==> src/rtl/uart_mem_dump_pkg.sv <==
// rtl/uart_mem_dump_pkg.sv - shared UART frame constants and dump FSM encodings
// Purpose: constants and types shared by the memory-dump top and its serializer.
//   DATA_BITS / FRAME_BITS describe an 8N1 frame (start, 8 data, stop).
//   dump_state_t encodes the dump FSM; word_byte() picks a little-endian byte.
// Ports: none (package).
package uart_mem_dump_pkg;

  localparam int DATA_BITS  = 8;
  localparam int FRAME_BITS = 10;

  typedef enum logic [2:0] {
    S_IDLE,
    S_FETCH,
    S_WAIT,
    S_SEND,
    S_FINISH
  } dump_state_t;

  // Byte idx of a 32-bit word, little-endian (idx 0 = bits [7:0]).
  function automatic logic [7:0] word_byte(input logic [31:0] word, input logic [1:0] idx);
    logic [7:0] b;
    case (idx)
      2'd0:    b = word[7:0];
      2'd1:    b = word[15:8];
      2'd2:    b = word[23:16];
      default: b = word[31:24];
    endcase
    return b;
  endfunction

endpackage

==> src/rtl/uart_mem_dump_tx_byte.sv <==
// rtl/uart_mem_dump_tx_byte.sv - 8N1 UART byte serializer with valid/ready input
// Purpose: shifts one byte out as start(0), d0..d7, stop(1), each bit CLKS_PER_BIT
//   cycles. A byte accepted in cycle t drives the start bit from t+1; ready_o
//   returns high in the cycle after the last stop-bit cycle.
// Ports:
//   board_clk  in   clock, rising edge
//   board_rst  in   synchronous active-high reset
//   byte_i     in   byte to send, taken when valid_i & ready_o
//   valid_i    in   byte_i is valid
//   ready_o    out  serializer idle, can accept a byte
//   tx_o       out  serial line, idle high
module uart_tx_byte
  import uart_mem_dump_pkg::*;
#(
  parameter int CLKS_PER_BIT = 87
) (
  input  logic       board_clk,
  input  logic       board_rst,
  input  logic [7:0] byte_i,
  input  logic       valid_i,
  output logic       ready_o,
  output logic       tx_o
);

  localparam int CW = (CLKS_PER_BIT > 1) ? $clog2(CLKS_PER_BIT) : 1;
  localparam logic [CW-1:0] LAST_CNT = CW'(CLKS_PER_BIT - 1);
  localparam logic [3:0]    LAST_BIT = 4'(FRAME_BITS - 1);

  logic              r_busy;
  logic [CW-1:0]     r_cnt;
  logic [3:0]        r_idx;
  logic [DATA_BITS:0] r_shift;   // remaining bits after the one on the line: data then stop
  logic              r_tx;

  always_ff @(posedge board_clk) begin
    if (board_rst) begin
      r_busy  <= 1'b0;
      r_cnt   <= '0;
      r_idx   <= '0;
      r_shift <= '1;
      r_tx    <= 1'b1;
    end else if (!r_busy) begin
      if (valid_i) begin
        r_busy  <= 1'b1;
        r_cnt   <= '0;
        r_idx   <= '0;
        r_shift <= {1'b1, byte_i};
        r_tx    <= 1'b0;
      end
    end else if (r_cnt == LAST_CNT) begin
      r_cnt <= '0;
      if (r_idx == LAST_BIT) begin
        r_busy <= 1'b0;
        r_tx   <= 1'b1;
      end else begin
        r_idx   <= r_idx + 4'd1;
        r_tx    <= r_shift[0];
        r_shift <= {1'b1, r_shift[DATA_BITS:1]};
      end
    end else begin
      r_cnt <= r_cnt + CW'(1);
    end
  end

  assign ready_o = ~r_busy;
  assign tx_o    = r_tx;

endmodule

==> src/rtl/uart_mem_dump.sv <==
// rtl/uart_mem_dump.sv - dumps a range of 32-bit BRAM words over UART 8N1
// Purpose: on start, reads word_cnt_i words from base_adr_i upward (address wraps)
//   and sends each word little-endian as four UART bytes; pulses done_o once the
//   last stop bit has completed.
// Ports:
//   board_clk   in   clock, rising edge
//   board_rst   in   synchronous active-high reset
//   start_i     in   start request, sampled only in IDLE
//   base_adr_i  in   first word address, latched on accepted start
//   word_cnt_i  in   words to send, latched on accepted start (0 = none)
//   mem_rd_o    out  memory read strobe, one cycle per word
//   mem_adr_o   out  memory word address, holds outside a read
//   mem_dat_i   in   read data, valid one cycle after mem_rd_o
//   upg_tx_o    out  UART serial output, idle high
//   busy_o      out  transfer in progress
//   done_o      out  one-cycle completion pulse
module uart_mem_dump
  import uart_mem_dump_pkg::*;
#(
  parameter int CLKS_PER_BIT = 87,
  parameter int ADR_W        = 15,
  parameter int CNT_W        = 16
) (
  input  logic             board_clk,
  input  logic             board_rst,
  input  logic             start_i,
  input  logic [ADR_W-1:0] base_adr_i,
  input  logic [CNT_W-1:0] word_cnt_i,
  output logic             mem_rd_o,
  output logic [ADR_W-1:0] mem_adr_o,
  input  logic [31:0]      mem_dat_i,
  output logic             upg_tx_o,
  output logic             busy_o,
  output logic             done_o
);

  dump_state_t      r_state, w_next;
  logic [ADR_W-1:0] r_adr;       // address of the word being fetched/sent
  logic [ADR_W-1:0] r_last_adr;  // last address presented, held between reads
  logic [CNT_W-1:0] r_remain;
  logic [31:0]      r_hold;
  logic [1:0]       r_byte_idx;
  logic             r_busy;
  logic             r_done;

  logic             w_tx_valid;
  logic             w_tx_ready;
  logic             w_fire;
  logic [7:0]       w_byte;

  always_ff @(posedge board_clk) begin
    if (board_rst) r_state <= S_IDLE;
    else           r_state <= w_next;
  end

  always_comb begin
    w_next     = r_state;
    w_tx_valid = 1'b0;
    case (r_state)
      S_IDLE:   if (start_i) w_next = (word_cnt_i == '0) ? S_FINISH : S_FETCH;
      S_FETCH:  w_next = S_WAIT;
      S_WAIT:   w_next = S_SEND;
      S_SEND: begin
        w_tx_valid = 1'b1;
        if (w_tx_ready && r_byte_idx == 2'd3)
          w_next = (r_remain == CNT_W'(1)) ? S_FINISH : S_FETCH;
      end
      S_FINISH: if (w_tx_ready) w_next = S_IDLE;
      default:  w_next = S_IDLE;
    endcase
  end

  assign w_fire = w_tx_valid & w_tx_ready;
  assign w_byte = word_byte(r_hold, r_byte_idx);

  always_ff @(posedge board_clk) begin
    if (board_rst) begin
      r_adr      <= '0;
      r_last_adr <= '0;
      r_remain   <= '0;
      r_hold     <= '0;
      r_byte_idx <= '0;
      r_busy     <= 1'b0;
      r_done     <= 1'b0;
    end else begin
      r_done <= 1'b0;
      case (r_state)
        S_IDLE: begin
          if (start_i) begin
            r_adr      <= base_adr_i;
            r_remain   <= word_cnt_i;
            r_byte_idx <= '0;
            r_busy     <= 1'b1;
          end
        end
        S_FETCH: r_last_adr <= r_adr;
        S_WAIT: begin
          r_hold     <= mem_dat_i;
          r_byte_idx <= '0;
        end
        S_SEND: begin
          if (w_fire) begin
            r_byte_idx <= r_byte_idx + 2'd1;
            if (r_byte_idx == 2'd3) begin
              r_adr    <= r_adr + ADR_W'(1);
              r_remain <= r_remain - CNT_W'(1);
            end
          end
        end
        S_FINISH: begin
          // Serializer idle means the final stop bit has fully elapsed.
          if (w_tx_ready) begin
            r_done <= 1'b1;
            r_busy <= 1'b0;
          end
        end
        default: ;
      endcase
    end
  end

  assign mem_rd_o  = (r_state == S_FETCH);
  assign mem_adr_o = (r_state == S_FETCH) ? r_adr : r_last_adr;
  assign busy_o    = r_busy;
  assign done_o    = r_done;

  uart_tx_byte #(
    .CLKS_PER_BIT(CLKS_PER_BIT)
  ) u_tx (
    .board_clk(board_clk),
    .board_rst(board_rst),
    .byte_i   (w_byte),
    .valid_i  (w_tx_valid),
    .ready_o  (w_tx_ready),
    .tx_o     (upg_tx_o)
  );

endmodule

==> config.mk <==
export PLATFORM = sky130hd
export DESIGN_NAME = uart_mem_dump
export DESIGN_NICKNAME = d
export VERILOG_FILES = /design/src/rtl/uart_mem_dump_pkg.sv /design/src/rtl/uart_mem_dump_tx_byte.sv /design/src/rtl/uart_mem_dump.sv
export SDC_FILE = /design/constraint.sdc
export NUM_CORES = 1
export LEC_CHECK = 0
export BUFFER_PORTS_ARGS = -buffer_cell sky130_fd_sc_hd__buf_2
export CAP_MARGIN = 20
export CORE_ASPECT_RATIO = 0.7
export CORE_MARGIN = 3
export CORE_UTILIZATION = 57
export DETAILED_ROUTE_END_ITERATION = 7
export MAX_ROUTING_LAYER = met4
export PLACE_DENSITY_LB_ADDON = 0.25
export SLEW_MARGIN = 20
export SYNTH_ARGS = -nofsm -noshare
export SYNTH_HDL_FRONTEND = slang
export SYNTH_SLANG_ARGS = --single-unit
==> constraint.sdc <==
create_clock -name board_clk -period 2.3 [get_ports board_clk]
set_input_delay 0 -clock board_clk [delete_from_list [all_inputs] [get_ports board_clk]]
set_output_delay 0 -clock board_clk [all_outputs]
set_load 0.02 [all_outputs]
==> flow_metrics.tcl <==
set metrics [dict create \
    die_x_um 120 \
    clk_pin_slew_ns 0.07 \
    post-cts-setup-buffers 0 \
    pwr_density_cell_nw_per_um2 685 \
    drt_iter0_drc 740 \
    synth_cells 646 \
    yosysTopAreaCell "dfxtp_1" \
    die_h_um 86.0 \
    critPathTopFamily "simple AND/OR/NAND/NOR gates" \
    first_global_vias 4935 \
    startpoint_type "flop" \
    initial_core_util_pct 60.1 \
    p_int_w 0.00321 \
    cts_buffer_depth 2 \
    hold_violations 0 \
    fin_hold_ws_ns 0.0123 \
    rsz0062_at_grt "false" \
    async_flop_share_pct 0 \
    ys_types 64 \
    syn_area_um2 5220 \
    gp_congestion 0.917 \
    grt_pass1_wl_um 23700 \
    hold_path.class "in2reg" \
    ys_seq_elements 106 \
    clock-sinks 106 \
    r2r_setup_slack_ns 0.23 \
    slew_violations 0 \
    stdcell_count 875 \
    grt_use_total_pct 28.9 \
    ys_dominant_reg_cell "dfxtp_1" \
    cts_tree "yes" \
    clock_latency_ns 0.34 \
    synth-edff-count 0 \
    fmax_ghz 0.483 \
    cts_max_level 3 \
    crit_slowest_cell "or4b_1" \
    routed_wl_um 14300 \
    crit_path_end_kind "flop" \
    swShare_pct 27.5 \
    setup.worst_path.class "reg2reg" \
    viasPerCell 6.03 \
    finalCriticalPeriod_ns 2.07 \
    leakagePower_nw 2.51 \
    synth_top_area_share_pct 40.7 \
    cap_violations 0 \
    wl_met1_um 6350 \
    crit-reg2reg-launch "u_tx.r_idx[1]" \
    critPathArrivalTime_ns 2.29 \
    path_max_fanout 18 \
    cp.required_ns 2.52 \
    r2r_cells 7 \
    power_frac_comb_pct 16.9 \
    fin_setup_tns_ns 0 \
    worst_hold_startpoint "base_adr_i[8]" \
    fin_crit_sh_pct 90.1 \
    r2r_end "u_tx.r_idx[0]" \
    yosys_warnings 0 \
    tightest_slew_ns 0.696 \
    seq_power_share_pct 46.0 \
    syn_to_final_growth_pct 23.9 \
    io_pins 85 \
    synth_seq_area_share_pct 40.7 \
    antenna_found_initial 1 \
    cts_made_buffers 9 \
    slowest_delay_ns 0.62 \
    top_layer "met4" \
    ys_top_cells_by_area "dfxtp_1, a21oi_1, nand2_1" \
    rows 28 \
    holdPathStages 3 \
    p_clk_share_pct 37.1 \
    die_area_um2 10400 \
    synth_fp_nets 724 \
    wl_met3_um 1170 \
    drive_gt1_share_pct 18.8 \
    overflow 0 \
    dp.cells 815 \
    switching_power_w 0.00122 \
    hpwlAfterDp_um 9210 \
    slew_headroom_pct 53.5 \
    cts_root_buf "clkbuf_16" \
    synth.avg_cell_area_um2 8.08 \
    wl_met2_um 6520 \
    crit_chain "inv_1, ha_1, and3b_1, or4b_1, o21ai_4, mux2_2, nor2_1" \
    fin_nets 827 \
    clock_skew_ns 0.00706 \
    vias 5280 \
    detail_route.wl_per_cell_um 16.3 \
    core_region_area_um2 8690 \
    synth_commonest_cells "dfxtp_1, nand2_1, a21oi_1" \
    portBuffers 84 \
    synth.most_common_cell "dfxtp_1" \
    cp_num_buf_inv 1 \
    hold_end "r_adr[8]" \
    ir_drop_v 0.000448 \
    setup_viol 0 \
    first_pass_iters 6 \
    grt_max_degree 58 \
    drcViolationCount 0 \
    outcome "complete, no violations" \
    ant_nets 0 \
]
[kinds of logic (layout without fill, tap and decap cells)]
logic type               after synthesis  after routing  share of synthesized area (%)
AO/OA/AOI/OAI                        192            192                           23.8
XOR/XNOR                               2              2                          0.336
adder cells (fa/ha/maj)               12             12                           2.88
buffers and inverters                 66            174                           5.11
flip-flops                           106            106                           40.7
multiplexers                          17             17                           3.65
other                                  0              1                              0
AND/OR/NAND/NOR                      251            251                           23.5
[flip-flops by register name, indices dropped and copies added (netlist names), 2 cells and up]
register	flops
r_adr	15
r_byte_idx	2
r_hold	32
r_last_adr	15
r_remain	16
r_state	3
u_tx.r_cnt	7
u_tx.r_idx	4
u_tx.r_shift	8
[power groups by stage]
stage                     logic (W)  clock network, W  registers [W]
final                      0.000747           0.00164        0.00204
after global routing       0.000824           0.00174        0.00205
after CTS                  0.000730           0.00167        0.00203
after detailed placement   0.000666                 0        0.00207
after global placement     0.000643                 0        0.00207
after floorplan            0.000483                 0        0.00204
[worst max-delay path by stage]
stage                        from       endpoint  slack [ns]  depth (start not counted)
floorplan              r_state[0]  r_last_adr[8]        0.41                          6
finish              u_tx.r_idx[1]  u_tx.r_idx[0]        0.23                          7
global placement    u_tx.r_idx[1]  u_tx.r_idx[0]        0.28                          7
CTS                 u_tx.r_idx[1]  u_tx.r_idx[0]        0.14                          7
global route          r_remain[0]   r_remain[10]        0.04                          7
detailed placement  u_tx.r_idx[1]  u_tx.r_idx[0]        0.17                          7
[worst register-to-register path, cell delays in order, from the launching register on]
cell	delay, ns
dfxtp_1	0.36
inv_1	0.07
ha_1	0.17
and3b_1	0.21
or4b_1	0.62
o21ai_4	0.22
mux2_2	0.25
nor2_1	0.04
[layout make-up]
cell class	instances	area [um2]
inverters	17	63.8
fillers	678	2220
flip-flops and latches	106	2120
clock buffers	9	225
clock inverters	7	93.8
multi-input cells	474	2840
well taps	120	150
repair buffers	141	968
diodes	1	2.50
[layer usage]
| layer | GRT usage, % | up-vias |
|---|---|---|
| met5 | - | - |
| met4 | 8.54 | 0 |
| met1 | 38.9 | 2487 |
| met3 | 5.60 | 34 |
| li1 | - | 2533 |
| met2 | 44.4 | 226 |
[cell usage in the layout (no fill, tap or decap), types with 3 or more instances in the layout]
| cell | netlist | routed |
|---|---|---|
| nor4_1 | 4 | 4 |
| mux2_2 | 16 | 16 |
| nor2_1 | 43 | 42 |
| nor3b_1 | 5 | 5 |
| or3_1 | 6 | 6 |
| or4_1 | 4 | 4 |
| a311oi_1 | 7 | 7 |
| buf_4 | 0 | 13 |
| a211oi_1 | 12 | 12 |
| clkbuf_16 | 0 | 9 |
| a22oi_1 | 10 | 10 |
| o31ai_1 | 4 | 4 |
| inv_1 | 17 | 17 |
| a21oi_1 | 78 | 78 |
| a32o_1 | 10 | 10 |
| nor3_1 | 17 | 17 |
| and4_1 | 3 | 3 |
| nand2b_1 | 7 | 7 |
| o41ai_1 | 7 | 7 |
| o21ai_0 | 30 | 30 |
| a221oi_1 | 7 | 7 |
| dlygate4sd3_1 | 0 | 43 |
| buf_2 | 8 | 84 |
| ha_1 | 12 | 12 |
| and2_1 | 17 | 17 |
| a31oi_1 | 3 | 3 |
| and3_1 | 6 | 6 |
| dfxtp_1 | 106 | 106 |
| nand2_1 | 103 | 103 |
| nand3_1 | 17 | 17 |
| a2bb2oi_1 | 3 | 3 |
| nand4_1 | 3 | 3 |
[stage by stage]
step / worst slack [ns] / utilization [%] / total power (W) / area (um2)
floorplan: 0.415 / - / 0.00253 / 5220
global placement: 0.281 / 65.7 / 0.00271 / 5710
detailed placement: 0.166 / 65.7 / 0.00274 / 5710
CTS: 0.140 / 74.3 / 0.00443 / 6450
global route: 0.0422 / 74.4 / 0.00462 / 6460
finish: 0.228 / 74.4 / 0.00443 / 6460
[timing repair]
action	4_1_cts	5_1_grt
endpoints found under the setup margin	0	1
hold buffers	43	0
hold endpoints to repair	43	0
gates resized for setup	0	1
Note: power is estimated with default switching activity, not from simulation.
